--- src/rtl/hydra_pkt_gen.sv ---
// hydra_pkt_gen: per-port hydra packet generator with length/dest modes, packet budget, gap and pause
module hydra_pkt_gen #(
  parameter int          PORT_NUM   = 16,
  parameter int          DATA_WIDTH = 16,
  parameter int          LEN_WIDTH  = 9,
  parameter int          MIN_LEN    = 32,
  parameter int          MAX_LEN    = 100,
  parameter int          GAP_CYC    = 2,
  parameter int          CNT_WIDTH  = 16,
  parameter logic [15:0] SEED       = 16'hACE1
) (
  input  logic                            clk,
  input  logic                            rst_n,
  input  logic [PORT_NUM-1:0]             enable,
  input  logic [PORT_NUM-1:0]             pause,
  input  logic [1:0]                      len_mode,
  input  logic [1:0]                      dest_mode,
  input  logic [LEN_WIDTH-1:0]            cfg_len,
  input  logic [2:0]                      cfg_prio,
  input  logic [3:0]                      cfg_dest,
  input  logic [CNT_WIDTH-1:0]            pkt_target,
  output logic [PORT_NUM-1:0]             wr_sop,
  output logic [PORT_NUM-1:0]             wr_eop,
  output logic [PORT_NUM-1:0]             wr_vld,
  output logic [PORT_NUM*DATA_WIDTH-1:0]  wr_data,
  output logic [PORT_NUM*CNT_WIDTH-1:0]   pkt_sent,
  output logic [PORT_NUM-1:0]             done
);
  typedef enum logic [2:0] {IDLE, SOP, HDR, DATA, EOP, GAP} state_t;
  localparam int GW = GAP_CYC > 1 ? $clog2(GAP_CYC) : 1;
  for (genvar i = 0; i < PORT_NUM; i++) begin : g_ch
    localparam logic [15:0] SX = SEED ^ 16'(i);
    localparam logic [15:0] SD = SX == 16'd0 ? 16'd1 : SX;
    state_t                 state;
    logic [15:0]            lfsr, lfsr_nxt;
    logic [LEN_WIDTH-1:0]   len, inc_len, cnt, raw, len_lfsr, len_sel;
    logic [3:0]             rr, dest_sel;
    logic [GW-1:0]          gcnt;
    logic                   sop, eop, vld, dn;
    logic [DATA_WIDTH-1:0]  data;
    logic [CNT_WIDTH-1:0]   sent, sent_nxt;
    always_comb begin
      lfsr_nxt = {lfsr[14:0], lfsr[15] ^ lfsr[13] ^ lfsr[12] ^ lfsr[10]};
      raw      = lfsr_nxt[LEN_WIDTH-1:0];
      len_lfsr = raw < LEN_WIDTH'(MIN_LEN) ? LEN_WIDTH'(MIN_LEN) :
                 raw > LEN_WIDTH'(MAX_LEN) ? LEN_WIDTH'(MAX_LEN) : raw;
      len_sel  = len_mode == 2'd1 ? inc_len :
                 len_mode == 2'd2 ? len_lfsr :
                 cfg_len == '0 ? LEN_WIDTH'(1) : cfg_len;
      dest_sel = dest_mode == 2'd1 ? rr :
                 dest_mode == 2'd2 ? 4'(32'(lfsr_nxt[3:0]) % PORT_NUM) : cfg_dest;
      sent_nxt = &sent ? sent : sent + 1'b1;
    end
    always_ff @(posedge clk) begin
      if (!rst_n) begin
        state   <= IDLE;
        lfsr    <= SD;
        inc_len <= LEN_WIDTH'(MIN_LEN);
        rr      <= 4'(i);
        len     <= '0;
        cnt     <= '0;
        gcnt    <= '0;
        sop     <= 1'b0;
        eop     <= 1'b0;
        vld     <= 1'b0;
        data    <= '0;
        sent    <= '0;
        dn      <= 1'b0;
      end else begin
        sop  <= 1'b0;
        eop  <= 1'b0;
        vld  <= 1'b0;
        data <= '0;
        case (state)
          IDLE: if (enable[i] && !pause[i] && !dn) begin
            state <= SOP;
            sop   <= 1'b1;
          end
          SOP: begin
            state <= HDR;
            vld   <= 1'b1;
            len   <= len_sel;
            cnt   <= '0;
            lfsr  <= lfsr_nxt;
            data  <= DATA_WIDTH'({len_sel, cfg_prio, dest_sel});
            if (len_mode == 2'd1)
              inc_len <= inc_len == LEN_WIDTH'(MAX_LEN) ? LEN_WIDTH'(MIN_LEN) : inc_len + 1'b1;
            if (dest_mode == 2'd1)
              rr <= rr == 4'(PORT_NUM - 1) ? 4'd0 : rr + 1'b1;
          end
          HDR: begin
            // data stays 0 here, which is payload word 0
            state <= DATA;
            vld   <= 1'b1;
            cnt   <= LEN_WIDTH'(1);
          end
          DATA: if (cnt == len) begin
            state <= EOP;
            eop   <= 1'b1;
            sent  <= sent_nxt;
            if (pkt_target != '0 && sent_nxt == pkt_target) dn <= 1'b1;
          end else begin
            vld  <= 1'b1;
            data <= DATA_WIDTH'(cnt);
            cnt  <= cnt + 1'b1;
          end
          EOP: begin
            state <= GAP_CYC == 0 ? IDLE : GAP;
            gcnt  <= '0;
          end
          GAP: begin
            if (gcnt == GW'(GAP_CYC - 1)) state <= IDLE;
            gcnt <= gcnt + 1'b1;
          end
          default: state <= IDLE;
        endcase
      end
    end
    assign wr_sop[i] = sop;
    assign wr_eop[i] = eop;
    assign wr_vld[i] = vld;
    assign done[i]   = dn;
    assign wr_data[i*DATA_WIDTH +: DATA_WIDTH] = data;
    assign pkt_sent[i*CNT_WIDTH +: CNT_WIDTH]  = sent;
  end
endmodule

--- config.mk ---
export PLATFORM = sky130hd
export DESIGN_NAME = hydra_pkt_gen
export DESIGN_NICKNAME = d
export VERILOG_FILES = /design/src/rtl/hydra_pkt_gen.sv
export SDC_FILE = /design/constraint.sdc
export NUM_CORES = 2
export LEC_CHECK = 0
export ABC_AREA = 0
export BUFFER_PORTS_ARGS = -buffer_cell sky130_fd_sc_hd__buf_2
export CORE_MARGIN = 5
export CORE_UTILIZATION = 40
export DETAILED_ROUTE_END_ITERATION = 16
export MAX_ROUTING_LAYER = met4
export PLACE_DENSITY_LB_ADDON = 0.15
export SLEW_MARGIN = 20
export SYNTH_ARGS = -nofsm -noshare
export SYNTH_HDL_FRONTEND = slang
export SYNTH_SLANG_ARGS = --single-unit
--- constraint.sdc ---
create_clock -name clk -period 4.25 [get_ports clk]
set_input_delay 0.85 -clock clk [delete_from_list [all_inputs] [get_ports clk]]
set_output_delay 0.85 -clock clk [all_outputs]
set_load 0.05 [all_outputs]
==> summary.md <==
| Metric | Value |
|---|---|
| Final setup viols | 0 |
| Clock Tree Root | clkbuf_16 |
| Post-CTS Hold Buffers | 0 |
| Setup Skew | around 0.027 ns |
| RePlAce Congestion | ~0.95 |
| Reg2Reg Depth | 8 |
| Worst R2R Start | g_ch[4].sent[1] |
| Post-route ant nets | 0 |
| Vias in the first global route | 63.4k |
| Clk pwr share | 42.8% |
| Critical path endpoint | g_ch[4].sent[3] |
| Clk buf depth | 3 |
| TritonRoute pass-1 iters | 6 |
| Core ar. | 176000 µm² |
| Total number of vias | between 60k and 70k |
| Global-route usage over all layers | between 20% and 30% |
| Proportion of layout cells with a drive suffix above 1 | 12.8% |
| DR vias/cell | about 5.8 |
| Synth top area share | about two fifths |
| Final worst setup slack | approximately 0.86 ns |
| CP max stage delay | 0.73 ns |
| #FFs+latches synth | 1392 |
| Met2 Usage GRT | 45.7% |
| CP required | 4.94 ns |
| H-tree levels | 4 |
| Dpl ws | around 0.53 ns |
| Worst EP arrival | slightly above 4 ns |
| Switch Pwr | 10.2 mW |
| Starting Density | 40.2% |
| Max-cap violations | 0 |
| Leading area contributor after synthesis | dfxtp_1 |
| Area after DPL | 76000 µm² |
| Hpwl dp | 200000 µm |
| Worst Tran Pin Value | ~1.3 ns |
| Crit path cell chain | ha_1 -> nand3_1 -> or4_1 -> nor2_1 -> nor2_1 -> nand2_1 -> xnor2_1 -> and2_1 |
| Synth warnings | 0 |
| Design area | around 80000 µm² |
| Met1 GRT Util | 37.3% |
| Critical Path Sink Type | flip-flop |
| RSZ-0062 raised after global routing | no |
| Final slew viol count | 0 |
| Most frequent cells in the layout | dfxtp_1 (1392), nand2_1 (1283), nor2_1 (1021) |
| Worst Setup SP | g_ch[4].sent[1] |
| Post-synth EDFFs | 0 |
| Worst skew pair latency | between 0.8 and 0.9 ns |
| Routed WL | 280000 µm |
| Syn Area/Cell | 7.88 µm² |
| Crit path depth | 8 |
| Worst-path clk slew | around 0.060 ns |
| Most used cell, CP | nor2_1 |
| Status | complete, no violations |
| # nets final | about 9.5k |
| Most common cell after layout, fill and taps aside | dfxtp_1 |
| Logic gate share of total power | 15.0% |
| Residual DRC | 0 |
| 1st-iter DRT viols | about 6.7k |
| R2r setup slk | 0.86 ns |
| Sequential power share | 42.2% |
| First-pass GRT wire length | 411000 µm |
| Min cycle time layout | 3.39 ns |
| Area grow syn2layout | 15.5% |
| Final Hold Viols | 0 |
| Crit path buf inv count | 0 |
| Syn_nets | 9117 |
| Total power | 34.3 mW |
| RR Endpoint | g_ch[4].sent[3] |
| Number of fill cells | approximately 18k |
| Worst slew margin | 16.0% |
| Setup TNS | 0 ns |
| Leak pwr | 31.7 nW |
| Int Power | between 20 and 25 mW |
| Hold Crit Class | primary input to flip-flop |
| Pwr dens | around 420 nW/µm² |
| DR WL/cell | 23.7 µm |
| Die area | 185000 µm² |
| Crit Path Category | flip-flop to flip-flop |
| Worst setup SP type | flip-flop |
| Synth area leaders | dfxtp_1 (39%), nand2_1 (6.8%), xnor2_1 (5.7%) |
| Met3 Use GR | 4.16% |
| Cell Area, Synth | 70700 µm² |
| Post-CTS Setup Repair Bufs | 0 |
| Post_cts resized | 0 |
| CTS tree | done |
| DIE HEIGHT | 430 µm |
| Largest net degree at the start of global routing | 106 |
| Dominant synthesized flop cell | dfxtp_1 |
| Crit-path slowest cell | or4_1 |
| Critical path peak fanout | 11 |
| Sequential share of the synthesized area | 39.4% |
| Mapped Cells | 8967 |
| Yosys cell types | 100 |
| CP top delay family | simple AND/OR/NAND/NOR gates |
| Most crowded layer after global routing | met2 |
| PortBufs | 645 |
| Die W | roughly 430 µm |
| Max VDD drop | 0.365 mV |
| Total grt overflow | 0 |
| Sw Ratio | ~30% |
| Boundary pin count | approximately 650 |
| Asr flop ratio synth | 0% |
| Hold Path Origin | pause[14] |
| CTS Sinks | 1392 |
| Tcrit/Tclk final | 79.9% |
| Antenna violations before repair | 10 |
| # rows | ~150 |
| Inserted Clock Buffers | 162 |
| Fmax achieved | 0.295 GHz |
## Yosys cell counts (all sizes together), types with 90 or more instances
master and count:
a211oi 110, a21o 110, a21oi 668, a311oi 123, a31oi 90, and3 146
buf 119, clkbuf 515, dfxtp 1392, inv 139, nand2 1284, nand3 432
nand4 193, nor2 1024, nor3 262, nor4 114, o21ai 269, xnor2 462
xor2 322
## area by class of cell
cell class                 count  area (µm²)  share of cell area, %
sequential                  1392       27900                   34.2
timing repair buffer         833        4850                   5.95
inverter                     142         542                  0.664
clock inverter                63         882                   1.08
multi-input combinational   6798       39800                   48.8
tap                         2340        2930                   3.59
antenna                       11        27.5                 0.0337
clock buffer                 230        4690                   5.74
## stage by stage
stage / hold slack [ns] / utilization [%] / std cells
floorplan: 0.432 / - / 8967
global placement: 0.436 / 43.2 / 11500
detailed placement: 0.443 / 43.2 / 11500
CTS: 0.310 / 46.4 / 11800
global route: 0.352 / 46.4 / 11800
finish: 0.387 / 46.4 / 11800
## worst min path at each step
| stage | to | slack [ns] | cells past startpoint |
|---|---|---|---|
| 2_1_floorplan | g_ch[8].dn | 0.43 | 2 |
| 3_3_place_gp | g_ch[6].lfsr[12] | 0.44 | 2 |
| 3_5_place_dp | g_ch[2].lfsr[12] | 0.44 | 2 |
| 4_1_cts | g_ch[9].dn | 0.31 | 3 |
| 5_1_grt | g_ch[9].sent[14] | 0.35 | 2 |
| 6_report | g_ch[14].sop | 0.39 | 3 |
## sequential cells by signal, indices dropped and copies added (netlist names)
name / cells
g_ch.data: 256
g_ch.lfsr: 256
g_ch.sent: 256
g_ch.cnt: 144
g_ch.inc_len: 144
g_ch.len: 144
g_ch.rr: 64
g_ch.state: 48
g_ch.dn: 16
g_ch.eop: 16
g_ch.gcnt: 16
g_ch.sop: 16
g_ch.vld: 16
## per-layer routing
layer	up-vias	share of wire [%]
met5	-	0
met4	0	6.2
met3	638	6.8
met2	2656	45
met1	32900	42
li1	32300	-
## worst register-to-register path, delay by kind of cell (launching register included)
family | cells | cell delay, ns
flops | 1 | 0.52
xor+xnor | 1 | 0.08
fa+ha+maj | 1 | 0.41
simple gates | 6 | 2.28
## kinds of logic after synthesis
| kind of cell | after synthesis | share of synthesized area (%) |
|---|---|---|
| AO/OA/AOI/OAI | 1882 | 17.2 |
| XOR/XNOR | 784 | 9.72 |
| AND/OR/NAND/NOR | 3960 | 26.3 |
| multiplexers | 90 | 1.29 |
| flip-flops | 1392 | 39.4 |
| adder cells (fa/ha/maj) | 82 | 1.45 |
| buffers and inverters | 777 | 4.54 |
## power by group through the flow
stage / Sequential (mW) / Combinational (mW) / Clock, mW
3_5_place_dp: 14.7 / 5.09 / 0
3_3_place_gp: 14.7 / 5.04 / 0
6_report: 14.5 / 5.15 / 14.7
5_1_grt: 14.6 / 5.57 / 15.5
4_1_cts: 14.5 / 5.11 / 15.0
2_1_floorplan: 14.7 / 3.35 / 0
(Power assumes the default switching activity.)
